--- src/rtl/sliding_error_corrector.sv ---
// Applies per-position 2-bit correction codes to a sliced bitstream, holding one
// frame so a code at position 0 can still fix the last bit of the previous frame.
module sliding_error_corrector #(
   parameter int unsigned width = 16,
   parameter int unsigned cnt_w = 16
) (
   input  logic                 i_clk,
   input  logic                 i_rst,
   input  logic                 i_valid_in,
   input  logic [width-1:0]     i_bits_in,
   input  logic [2*width-1:0]   i_mmse_err_pos,
   input  logic                 i_en_corr,
   input  logic                 i_clr_cnt,
   output logic [width-1:0]     o_bits_out,
   output logic                 o_valid_out,
   output logic [cnt_w-1:0]     o_flip_count
);

   localparam int unsigned PC_W  = $clog2(width + 1) + 1;
   localparam int unsigned SUM_W = ((cnt_w > PC_W) ? cnt_w : PC_W) + 1;
   localparam logic [SUM_W-1:0] CNT_MAX = SUM_W'({cnt_w{1'b1}});

   typedef enum logic {
      ST_EMPTY = 1'b0,
      ST_HOLD  = 1'b1
   } state_t;

   state_t              r_state;
   state_t              w_state_nxt;
   logic [width-1:0]    r_hold;
   logic [width-1:0]    w_hold_nxt;
   logic [width-1:0]    r_bits_out;
   logic [width-1:0]    w_bits_nxt;
   logic                r_valid_out;
   logic                w_valid_nxt;
   logic [cnt_w-1:0]    r_flip_count;
   logic [cnt_w-1:0]    w_cnt_nxt;

   logic [width-1:0]    w_req_here;
   logic [width-1:0]    w_req_prev;
   logic [width-1:0]    w_mask;
   logic                w_cross;
   logic [PC_W-1:0]     w_pop;
   logic [SUM_W-1:0]    w_headroom;
   logic [cnt_w-1:0]    w_cnt_sat;

   // Split each code into "flip this bit" (bit 0) and "flip previous bit" (bit 1).
   always_comb begin
      w_req_here = '0;
      w_req_prev = '0;
      for (int i = 0; i < int'(width); i++) begin
         w_req_here[i] = i_en_corr & i_mmse_err_pos[2*i];
         w_req_prev[i] = i_en_corr & i_mmse_err_pos[2*i+1];
      end
   end

   // OR-merge so a bit requested from both neighbours flips only once.
   assign w_mask  = w_req_here | {1'b0, w_req_prev[width-1:1]};
   assign w_cross = (r_state == ST_HOLD) & w_req_prev[0];

   always_comb begin
      w_pop = PC_W'(w_cross);
      for (int i = 0; i < int'(width); i++) begin
         w_pop = w_pop + PC_W'(w_mask[i]);
      end
   end

   // Saturating add: check headroom first so the count never wraps.
   assign w_headroom = CNT_MAX - SUM_W'(r_flip_count);
   assign w_cnt_sat  = (SUM_W'(w_pop) > w_headroom) ? cnt_w'(CNT_MAX)
                                                     : r_flip_count + cnt_w'(w_pop);

   always_ff @(posedge i_clk) begin
      if (i_rst) begin
         r_state      <= ST_EMPTY;
         r_hold       <= '0;
         r_bits_out   <= '0;
         r_valid_out  <= 1'b0;
         r_flip_count <= '0;
      end else begin
         r_state      <= w_state_nxt;
         r_hold       <= w_hold_nxt;
         r_bits_out   <= w_bits_nxt;
         r_valid_out  <= w_valid_nxt;
         r_flip_count <= w_cnt_nxt;
      end
   end

   always_comb begin
      w_state_nxt = r_state;
      w_hold_nxt  = r_hold;
      w_bits_nxt  = r_bits_out;
      w_valid_nxt = 1'b0;
      w_cnt_nxt   = r_flip_count;

      if (i_valid_in) begin
         w_hold_nxt  = i_bits_in ^ w_mask;
         w_state_nxt = ST_HOLD;
         w_cnt_nxt   = w_cnt_sat;
         case (r_state)
            ST_EMPTY: begin
               w_valid_nxt = 1'b0;
            end
            ST_HOLD: begin
               w_bits_nxt  = r_hold ^ {w_cross, {(width-1){1'b0}}};
               w_valid_nxt = 1'b1;
            end
            default: begin
               w_state_nxt = ST_EMPTY;
            end
         endcase
      end

      if (i_clr_cnt) begin
         w_cnt_nxt = '0;
      end
   end

   assign o_bits_out   = r_bits_out;
   assign o_valid_out  = r_valid_out;
   assign o_flip_count = r_flip_count;

endmodule

--- config.mk ---
export PLATFORM = sky130hd
export DESIGN_NAME = sliding_error_corrector
export DESIGN_NICKNAME = d
export VERILOG_FILES = /design/src/rtl/sliding_error_corrector.sv
export SDC_FILE = /design/constraint.sdc
export NUM_CORES = 1
export LEC_CHECK = 0
export BUFFER_PORTS_ARGS = -buffer_cell sky130_fd_sc_hd__buf_2
export CAP_MARGIN = 15
export CORE_UTILIZATION = 50
export CTS_CLUSTER_DIAMETER = 120
export DETAILED_ROUTE_END_ITERATION = 8
export PLACE_DENSITY_LB_ADDON = 0.1
export SYNTH_ARGS = -nofsm -noshare
export SYNTH_HDL_FRONTEND = slang
export SYNTH_SLANG_ARGS = --single-unit
--- constraint.sdc ---
create_clock -name i_clk -period 6.95 [get_ports i_clk]
set_clock_uncertainty 0.1 [all_clocks]
set_input_delay 0.3475 -clock i_clk [delete_from_list [all_inputs] [get_ports i_clk]]
set_output_delay 0.3475 -clock i_clk [all_outputs]
set_load 0.005 [all_outputs]
# == Word level (Yosys, flattened, before mapping) ==
# Index checks and enable logic that the tools add are counted.
# classes
n_addsub,18
magnitude_cmp,1
muxes,2
bitwise_logic,38
n_reduce_logical,3
# ops
cell,n
adder 6 x 1 -> 6 bit,11
bitwise AND 1 bit,33
XOR 16 bit,2
greater-than comparator 6 x 17 -> 1 bit,1
subtractor 16 x 16 -> 17 bit (first input constant),1
adder 16 x 6 -> 16 bit,1
two-way mux 16 bit,1
bitwise OR 16 x 15 -> 16 bit,1
adder 5 x 1 -> 6 bit,1
adder 4 x 1 -> 5 bit,1
adder 3 x 1 -> 4 bit,1
OR reduction 2 bit,2
adder 2 x 1 -> 3 bit,1
adder 1 x 1 -> 2 bit,1
NOT 1 bit,2
one-hot mux 1 bit (2 select lines),1
AND reduction 2 bit,1
# totals
ff_bits,50
input_bits,53
output_inout_bits,33
word_cells,67

# == Logic depth before layout (Yosys ltp) ==
# Gate-level depths: netlist of the first run.
# logic_depth
depth_word,20
depth_mapped,21
depth_no_buf,19

# == Worst setup path before layout of the first run ==
# OpenSTA, ideal clock, no wires.
# synth_path
path_kind,input to register
start,input i_en_corr
end,register r_flip_count[10] (netlist: o_flip_count[10])
setup_ns,0.132
arrival_time_ns,5.029
t_required_ns,6.718
slack_ns,1.689
cell_stages,19
path_buffers,2
path_cell_list,buf_2 -> buf_2 -> o21a_1 -> fa_1 -> inv_1 -> fa_1 -> fa_1 -> inv_1 -> fa_1 -> fa_1 -> inv_1 -> fa_1 -> inv_1 -> fa_1 -> a211o_2 -> a31oi_2 -> nand3b_1 -> xor2_1 -> a21oi_1
# synth_via
elab_chain_len,20
word_cells_on_any_way,53
cone_classes,add/sub: 17; order compare: 1; mux: 1; bitwise: 34
# synth_lines
element,line,text
from (decl),12,"input logic i_en_corr,"
"bitwise AND 1 bit, on equally long branches","53, 52",
bitwise AND 1 bit or bitwise OR 16 x 15 -> 16 bit (tied branches),"59, 58",
adder 1 x 1 -> 2 bit,64,w_pop = w_pop + PC_W'(w_mask[i]);
adder 2 x 1 -> 3 bit,64,
adder 3 x 1 -> 4 bit,64,
adder 4 x 1 -> 5 bit,64,
adder 5 x 1 -> 6 bit,64,
adder 6 x 1 -> 6 bit (10 in series),64,
adder 6 x 1 -> 6 bit *,64,
adder 16 x 6 -> 16 bit or greater-than comparator 6 x 17 -> 1 bit (tied branches),"71, 70",
two-way mux 16 bit *,70,assign w_cnt_sat = (SUM_W'(w_pop) > w_headroom) ? cnt_w'(CNT_MAX)
to (signal assigned),85,r_flip_count <= w_cnt_nxt;
to (decl),36,logic [cnt_w-1:0] r_flip_count;
# Every way passes the cells marked *; elsewhere a longest branch is shown, timed or not.
# A chain may end at the register's enable or synchronous reset.

# == Final worst setup path of the first run ==
# Ends and elaborated chain as after synthesis.

==> results of run 1 <==
cell usage in the layout (no fill, tap or decap), types with 2 or more instances in the layout:
master / synthesis / routed
a211oi_1: 17 / 17
a21oi_1: 29 / 29
a31oi_1: 5 / 5
and2_1: 4 / 4
buf_2: 4 / 85
clkbuf_1: 9 / 2
clkbuf_8: 0 / 5
dfxtp_1: 50 / 50
fa_1: 12 / 12
ha_1: 10 / 10
inv_1: 17 / 17
nand2_1: 40 / 40
nand3_1: 6 / 6
nand4_1: 6 / 6
nor2_1: 24 / 24
nor2b_1: 3 / 3
o21a_1: 15 / 15
o21ai_0: 8 / 8
or2_2: 2 / 2
xnor2_1: 22 / 22
xor2_1: 8 / 8
power groups by stage:
stage          Combinational, mW  Clock (mW)  Sequential [mW]
3_3_place_gp               0.364           0            0.319
6_report                   0.372       0.199            0.312
2_1_floorplan              0.290           0            0.318
5_1_grt                    0.423       0.215            0.315
4_1_cts                    0.373       0.202            0.312
3_5_place_dp               0.370           0            0.319
layer usage:
layer | global-route usage (%) | wire (um) | vias up
li1 | - | - | 1203
met4 | 6.17 | 53 | 0
met5 | 0 | 0 | -
met2 | 31.9 | 2550 | 67
met1 | 33.1 | 3050 | 1052
met3 | 4.50 | 333 | 5
layout make-up:
cell class                 instances  area [sq um]
clock inverter                     1          30.0
tap                               70          87.6
multi-input combinational        226          1600
clock buffer                       7          76.3
sequential                        50          1000
fill                             495          1890
inverter                          17          63.8
timing repair buffer              85           425
worst max-delay path, stage by stage:
cell and delay, ns:
buf_2 0.28, o21a_1 0.25, fa_1 0.45, fa_1 0.50, inv_1 0.06, fa_1 0.47
inv_1 0.05, fa_1 0.52, fa_1 0.20, inv_1 0.05, fa_1 0.47, inv_1 0.06
fa_1 0.43, a211o_2 0.33, a31oi_2 0.32, nand3b_1 0.17, xor2_1 0.15, a21oi_1 0.08
state kept, by name, summed over array words and instances (netlist names):
signal	cells
o_flip_count	16
o_bits_out	16
r_state	1
o_valid_out	1
r_hold	16
cell families (layout without fill, tap and decap cells):
family          after synthesis  count (layout)  synth area share [%]
buf+inv                      32             110                  4.60
flops                        50              50                  36.8
xor+xnor                     30              30                  9.65
fa+ha+maj                    22              22                  13.4
simple gates                 92              92                  15.5
compound gates               82              82                  20.0
path summary, 6_finish.rpt:
kind                 start          endpoint  slack, ns  depth (start not counted)
max              i_en_corr  o_flip_count[10]       1.81                         18
min          i_bits_in[12]        r_hold[12]       0.24                          3
max reg2reg        r_state  o_flip_count[10]       2.32                         15
min reg2reg  o_bits_out[3]     o_bits_out[3]       0.35                          2
through the flow:
step	utilization (%)	hold slack (ns)	setup WS [ns]
6_report	63.4	0.242	1.81
5_1_grt	63.4	0.246	1.52
4_1_cts	63.4	0.235	1.80
3_5_place_dp	61.4	0.345	1.50
3_3_place_gp	61.4	0.338	1.62
2_1_floorplan	-	0.332	1.69
==> results.toml, run 1 <==
[synthesis]
synthDistinctLibCells = 36
ys_top_cells_by_count = "50 x dfxtp_1, 40 x nand2_1, 29 x a21oi_1"
ys_ff_latch = 50
post-synth-top-area-cell = "dfxtp_1"
synth_area_leaders = "dfxtp_1 37%, fa_1 8.8%, xnor2_1 7.1%, nand2_1 5.5%, a21oi_1 5.3%"
netlist_instances = 308
synth-async-reset-ratio_pct = 0
yosys_warnings = 0
synth_fp_nets = 383
ys.flop_type = "dfxtp_1"
synth.avg_cell_area_sq_um = 8.84
yosysMostFrequentCell = "dfxtp_1"
synth_edf_count = 0
seq_area_frac_synth_pct = 36.8
synth_top_cell_area_share_pct = 36.8
synthesis.area_sq_mm = 0.00272

[cts]
cts.sinks = 50
cts-root-buf = "clkbuf_8"
cts_resized = 0
cts_buffers = 5
worstSkewPairLatency_ns = 0.30
cts_tree = "built"
cts-htree-levels = 2
postCtsHoldBufs = 0
cts_setup_buffers = 0
path_clk_slew_ns = 0.09
clk_path_buf_depth = 2

[setup_path]
crit_path_end_kind = "register"
startpoint_type = "input port"
arrival_ns = 5.23
crit_fanout = 17
cp.required_ns = 7.04
critical_path_class = "input port to register"

[floorplanning]
ios = 86
die_w_um = 75.8
std_cell_rows = 26
fp.dieArea_sq_mm = 0.00574
core_sq_mm = 0.00517
initial_core_util_pct = 52.6
die_h_um = 75.8

[pwr]
p_comb_share_pct = 42.1
p_sw_mw = 0.304
swShare_pct = 34.4
powerDensity_mw_per_mm2 = 269
peakVddDrop_mv = 0.158
report.power.total_mw = 0.883
p_leak_nw = 1.41
clkPwrFrac_pct = 22.5
p_seq_share_pct = 35.4
internal_power_mw = 0.579

[grt]
grt_pass1_wl_mm = 9.55
antenna_found_initial = 0
grt-ovfl-total = 0
grt_usage_pct = 22.1
grt_max_degree = 51
first_global_vias = 2045

[route]
ant_nets = 0
vias = 2327
avgViaCountPerCell = 5.10
dr.pass1.iters = 4
routedWlPerCell_um = 13.1
drtIter0Drc = 100
drc = 0
routed_wl_mm = 5.98

[layout]
final_layout_size_suffix_gt1_share_pct = 26.4
fin_area_sq_mm = 0.00328
nets = 460
stdcell_count = 456
syn_to_final_growth_pct = 20.5
diodes = 0

[timing]
slew_headroom_pct = 47.0
worst_slew_pin_slew_ns = 0.796
max_freq_ghz = 0.194
finalSetupViolations = 0
finalMaxSlewViolations = 0
min_period_ns = 5.14
fin_tns_setup_ns = 0
fin_crit_sh_pct = 74.0
grt_setup_unrepaired = "false"
timing.final.hold_violations = 0

[placement]
dpl.hpwl_mm = 4.62
port_buffers = 85
dpl_cell_area_sq_mm = 0.00317
dp.cells = 448
gp_congestion = 0.821

[run_status]
status = "completed"

[hold_path]
hp-class = "input port to register"

[flow_run]
max_cap_viol_count = 0
No activity file was read; power rests on OpenSTA's default activity.
==> run 2: changes to the inputs <==
CORE_UTILIZATION = 46   (was 50)
clock period = 4.55 ns   (was 6.95 ns; I/O delays follow)
==> results.toml, run 2 (synthesized netlist as in run 1, its figures left out) <==
[floorplanning]
ios = 86
fp.dieArea_sq_mm = 0.00623
die_w_um = 78.9
initial_core_util_pct = 48.5
core_sq_mm = 0.00561
die_h_um = 78.9
std_cell_rows = 27

[timing]
max_freq_ghz = 0.212
finalMaxSlewViolations = 0
grt_setup_unrepaired = "true"
timing.final.hold_violations = 0
fin_crit_sh_pct = 104
finalSetupViolations = 14
slew_headroom_pct = 44.3
setup_ws_ns = -0.170
min_period_ns = 4.72
worst_slew_pin_slew_ns = 0.836
hold_ws_ns = 0.119

[placement]
gp_congestion = 0.873
dpl.hpwl_mm = 4.90
port_buffers = 85
dp.cells = 479
dpl_cell_area_sq_mm = 0.00345

[layout]
utilization_pct = 67.3
final_layout_size_suffix_gt1_share_pct = 39.5
stdcell_count = 497
fin_area_sq_mm = 0.00377
layout_common_cells = "80 x buf_2, 50 x dfxtp_1, 39 x nand2_1, 39 x buf_4, 24 x a21oi_1"
layout_commonest_cell = "buf_2"
syn_to_final_growth_pct = 38.6
diodes = 0
nets = 499

[run_status]
violations = "negative setup slack"
status = "finished, violations left"

[route]
drc = 0
routedWlPerCell_um = 13.6
drtIter0Drc = 116
routed_wl_mm = 6.76
ant_nets = 0
vias = 2526
dr.pass1.iters = 4
avgViaCountPerCell = 5.08

[cts]
cts.sinks = 50
postCtsHoldBufs = 0
worstSkewPairLatency_ns = 0.30
cts-root-buf = "clkbuf_8"
cts-htree-levels = 2
path_clk_slew_ns = 0.09
clk_path_buf_depth = 2
cts_buffers = 5
cts_tree = "built"

[pwr]
peakVddDrop_mv = 0.411
powerDensity_mw_per_mm2 = 471
p_leak_nw = 1.61

[grt]
grt_pass1_wl_mm = 10.8
grt_max_degree = 51
grt_usage_pct = 21.8
antenna_found_initial = 0
grt-ovfl-total = 0
first_global_vias = 2253

[setup_path]
startpoint_type = "input port"
arrival_ns = 4.82
critical_path_class = "input port to register"
crit_path_end_kind = "register"
crit_fanout = 5
cp.required_ns = 4.65

[flow_run]
max_cap_viol_count = 0

[hold_path]
hp-class = "input port to register"
run 2: changes by cell type in the layout (fill, tap and decap cells not counted), sizes merged:
cell      before  now
buf           85  124
clkbuf         7    5
clkinvlp       0    1
inv           17   18
run 2: final cells by class:
cell class	instances	area, sq um
Inverter	17	63.8
Clock buffer	5	68.8
Sequential cell	50	1000
Timing Repair Buffer	124	749
Tap cell	72	90.1
Multi-Input combinational cell	226	1750
Fill cell	501	1830
Clock inverter	3	48.8
run 2: critical path, stage by stage:
cell,delay (ns)
buf_6,0.09
o21a_4,0.21
fa_1,0.54
inv_2,0.04
fa_1,0.48
fa_1,0.49
inv_1,0.05
fa_1,0.49
fa_2,0.22
inv_2,0.05
fa_2,0.53
inv_2,0.05
fa_2,0.34
a211o_4,0.36
a31oi_4,0.22
buf_4,0.16
nor2_2,0.04
xnor2_2,0.16
a21oi_2,0.06
run 2: final timing paths:
check	startpoint	to	slack [ns]	cells after the start
setup / recovery	i_mmse_err_pos[18]	o_flip_count[6]	-0.17	19
hold / removal	i_bits_in[1]	r_hold[1]	0.12	3
setup reg to reg	r_state	o_flip_count[6]	0.10	16
hold reg to reg	o_bits_out[11]	o_bits_out[11]	0.36	2
run 2: report_power, final:
group / switching, mW / internal [mW]
registers: 0.0187 / 0.462
clock network: 0.155 / 0.168
logic: 0.437 / 0.536
run 2: per-layer routing:
layer	part of all wire (%)	track usage (%)	vias to the layer above
met3	4.8	4.02	2
met1	48	31.5	1174
met2	46	34.8	69
met5	0	0	-
li1	-	-	1281
met4	0.22	2.73	0
run 2: metrics by stage:
| step | power (mW) | TNS [ns] | worst slack [ns] |
|---|---|---|---|
| global placement | 1.22 | -5.67 | -0.418 |
| floorplan | 0.961 | -3.43 | -0.360 |
| global route | 1.88 | -2.45 | -0.263 |
| CTS | 1.67 | -0.263 | -0.103 |
| finish | 1.78 | -0.864 | -0.170 |
| detailed placement | 1.23 | -6.93 | -0.509 |
run 2: what timing repair did:
action | CTS | global route
pin swaps | 12 | 13
endpoints found under the setup margin | 16 | 16
buffers inserted | 3 | 7
gates resized for setup | 15 | 13
==> run 3: changes to the inputs <==
clock period = 3.9 ns   (was 4.55 ns; I/O delays follow)
==> results.toml, run 3 (synthesized netlist as in run 1, its figures left out) <==
[floorplanning]
die_w_um = 78.9
initial_core_util_pct = 48.5
std_cell_rows = 27
ios = 86
core_sq_mm = 0.00561
die_h_um = 78.9
fp.dieArea_sq_mm = 0.00623

[pwr]
p_sw_mw = 0.696
internal_power_mw = 1.33
p_seq_share_pct = 27.7
swShare_pct = 34.4
p_comb_share_pct = 53.6
clkPwrFrac_pct = 18.7
powerDensity_mw_per_mm2 = 536
p_leak_nw = 1.61
peakVddDrop_mv = 0.516

[route]
drtIter0Drc = 151
routedWlPerCell_um = 13.4
ant_nets = 0
avgViaCountPerCell = 5.05
drc = 0
vias = 2522
dr.pass1.iters = 4
routed_wl_mm = 6.70

[timing]
max_freq_ghz = 0.215
finalMaxSlewViolations = 0
timing.final.hold_violations = 0
hold_ws_ns = 0.0819
grt_setup_unrepaired = "true"
slew_headroom_pct = 45.5
finalSetupViolations = 16
fin_crit_sh_pct = 119
setup_ws_ns = -0.760
worst_slew_pin_slew_ns = 0.817
min_period_ns = 4.66

[layout]
layout_common_cells = "82 x buf_2, 50 x dfxtp_1, 39 x nand2_1"
utilization_pct = 67.4
fin_area_sq_mm = 0.00378
nets = 501
diodes = 0
layout_commonest_cell = "buf_2"
fillers = 503
final_layout_size_suffix_gt1_share_pct = 38.9
syn_to_final_growth_pct = 38.8
stdcell_count = 499

[setup_path]
cp.required_ns = 4.00
crit_path_end_kind = "register"
critical_path_class = "input port to register"
arrival_ns = 4.76
r2r_slack_ns = -0.52
startpoint_type = "input port"
crit_fanout = 5

[run_status]
status = "finished, violations left"
violations = "negative setup slack"

[grt]
antenna_found_initial = 0
grt_usage_pct = 22.6
first_global_vias = 2377
grt-ovfl-total = 0
grt_pass1_wl_mm = 11.1
grt_max_degree = 51

[cts]
cts-htree-levels = 2
path_clk_slew_ns = 0.10
worstSkewPairLatency_ns = 0.30
clk_path_buf_depth = 2
cts_buffers = 5
cts_tree = "built"
cts-root-buf = "clkbuf_8"
cts.sinks = 50

[placement]
gp_congestion = 0.869
dp.cells = 482
dpl_cell_area_sq_mm = 0.00348
dpl.hpwl_mm = 5.06
port_buffers = 85

[hold_path]
hp-class = "input port to register"

[flow_run]
max_cap_viol_count = 0
run 3: changes by cell type in the layout (fill, tap and decap cells not counted), sizes merged:
cell   previous run  this run
buf             124       125
nand3             7         8
run 3: metrics by stage:
step | power, mW | TNS, ns | setup slack (ns)
6_report | 2.02 | -10.28 | -0.760
3_5_place_dp | 1.47 | -16.82 | -1.14
3_3_place_gp | 1.45 | -15.55 | -1.04
4_1_cts | 2.00 | -10.10 | -0.731
2_1_floorplan | 1.12 | -13.31 | -0.977
5_1_grt | 2.17 | -12.54 | -0.876
run 3: worst max-delay path, cell delays in order:
cell and delay (ns):
buf_6 0.09, o21a_1 0.21, fa_1 0.56, inv_2 0.04
fa_1 0.48, fa_1 0.49, inv_1 0.05, fa_1 0.49
fa_2 0.21, inv_2 0.04, fa_2 0.53, inv_2 0.04
fa_2 0.34, a211o_4 0.36, a31oi_4 0.22, buf_4 0.16
nor3_2 0.04, xnor2_1 0.13, a21oi_1 0.07
run 3: path summary, 6_finish.rpt:
check,start,to,cells past startpoint
setup / recovery,i_mmse_err_pos[17],o_flip_count[8],19
hold / removal,i_bits_in[7],r_hold[7],3
setup reg to reg,r_state,o_flip_count[8],16
hold reg to reg,r_hold[14],o_bits_out[14],2
run 3: timing repair:
action                                  4_1_cts  5_1_grt
hold buffers                                  0        0
endpoints found under the setup margin       16       16
gates cloned                                  1        0
pin swaps                                    20       21
resized for setup                            21        5
buffers inserted                              5        3
run 3: area by class of cell:
| type | count | area, sq um | share of cell area (%) |
|---|---|---|---|
| clock buffer | 5 | 68.8 | 1.82 |
| clock inverter | 3 | 48.8 | 1.29 |
| inverter | 17 | 63.8 | 1.69 |
| multi-input combinational | 227 | 1750 | 46.3 |
| sequential | 50 | 1000 | 26.5 |
| tap | 72 | 90.1 | 2.38 |
| timing repair buffer | 125 | 756 | 20.0 |
run 3: layer usage:
layer	up-vias	GRT usage, %	wire length, um
met2	79	35.9	3100
met4	0	4.73	61
met3	7	4.60	369
met1	1146	31.9	3180
met5	-	0	0
li1	1290	-	-
run 3: power by group through the flow:
| stage | logic [mW] | clock network, mW | registers [mW] |
|---|---|---|---|
| after floorplan | 0.555 | 0 | 0.567 |
| after global placement | 0.875 | 0 | 0.570 |
| after detailed placement | 0.895 | 0 | 0.571 |
| after CTS | 1.05 | 0.388 | 0.560 |
| after global routing | 1.19 | 0.409 | 0.564 |
| final | 1.09 | 0.379 | 0.560 |
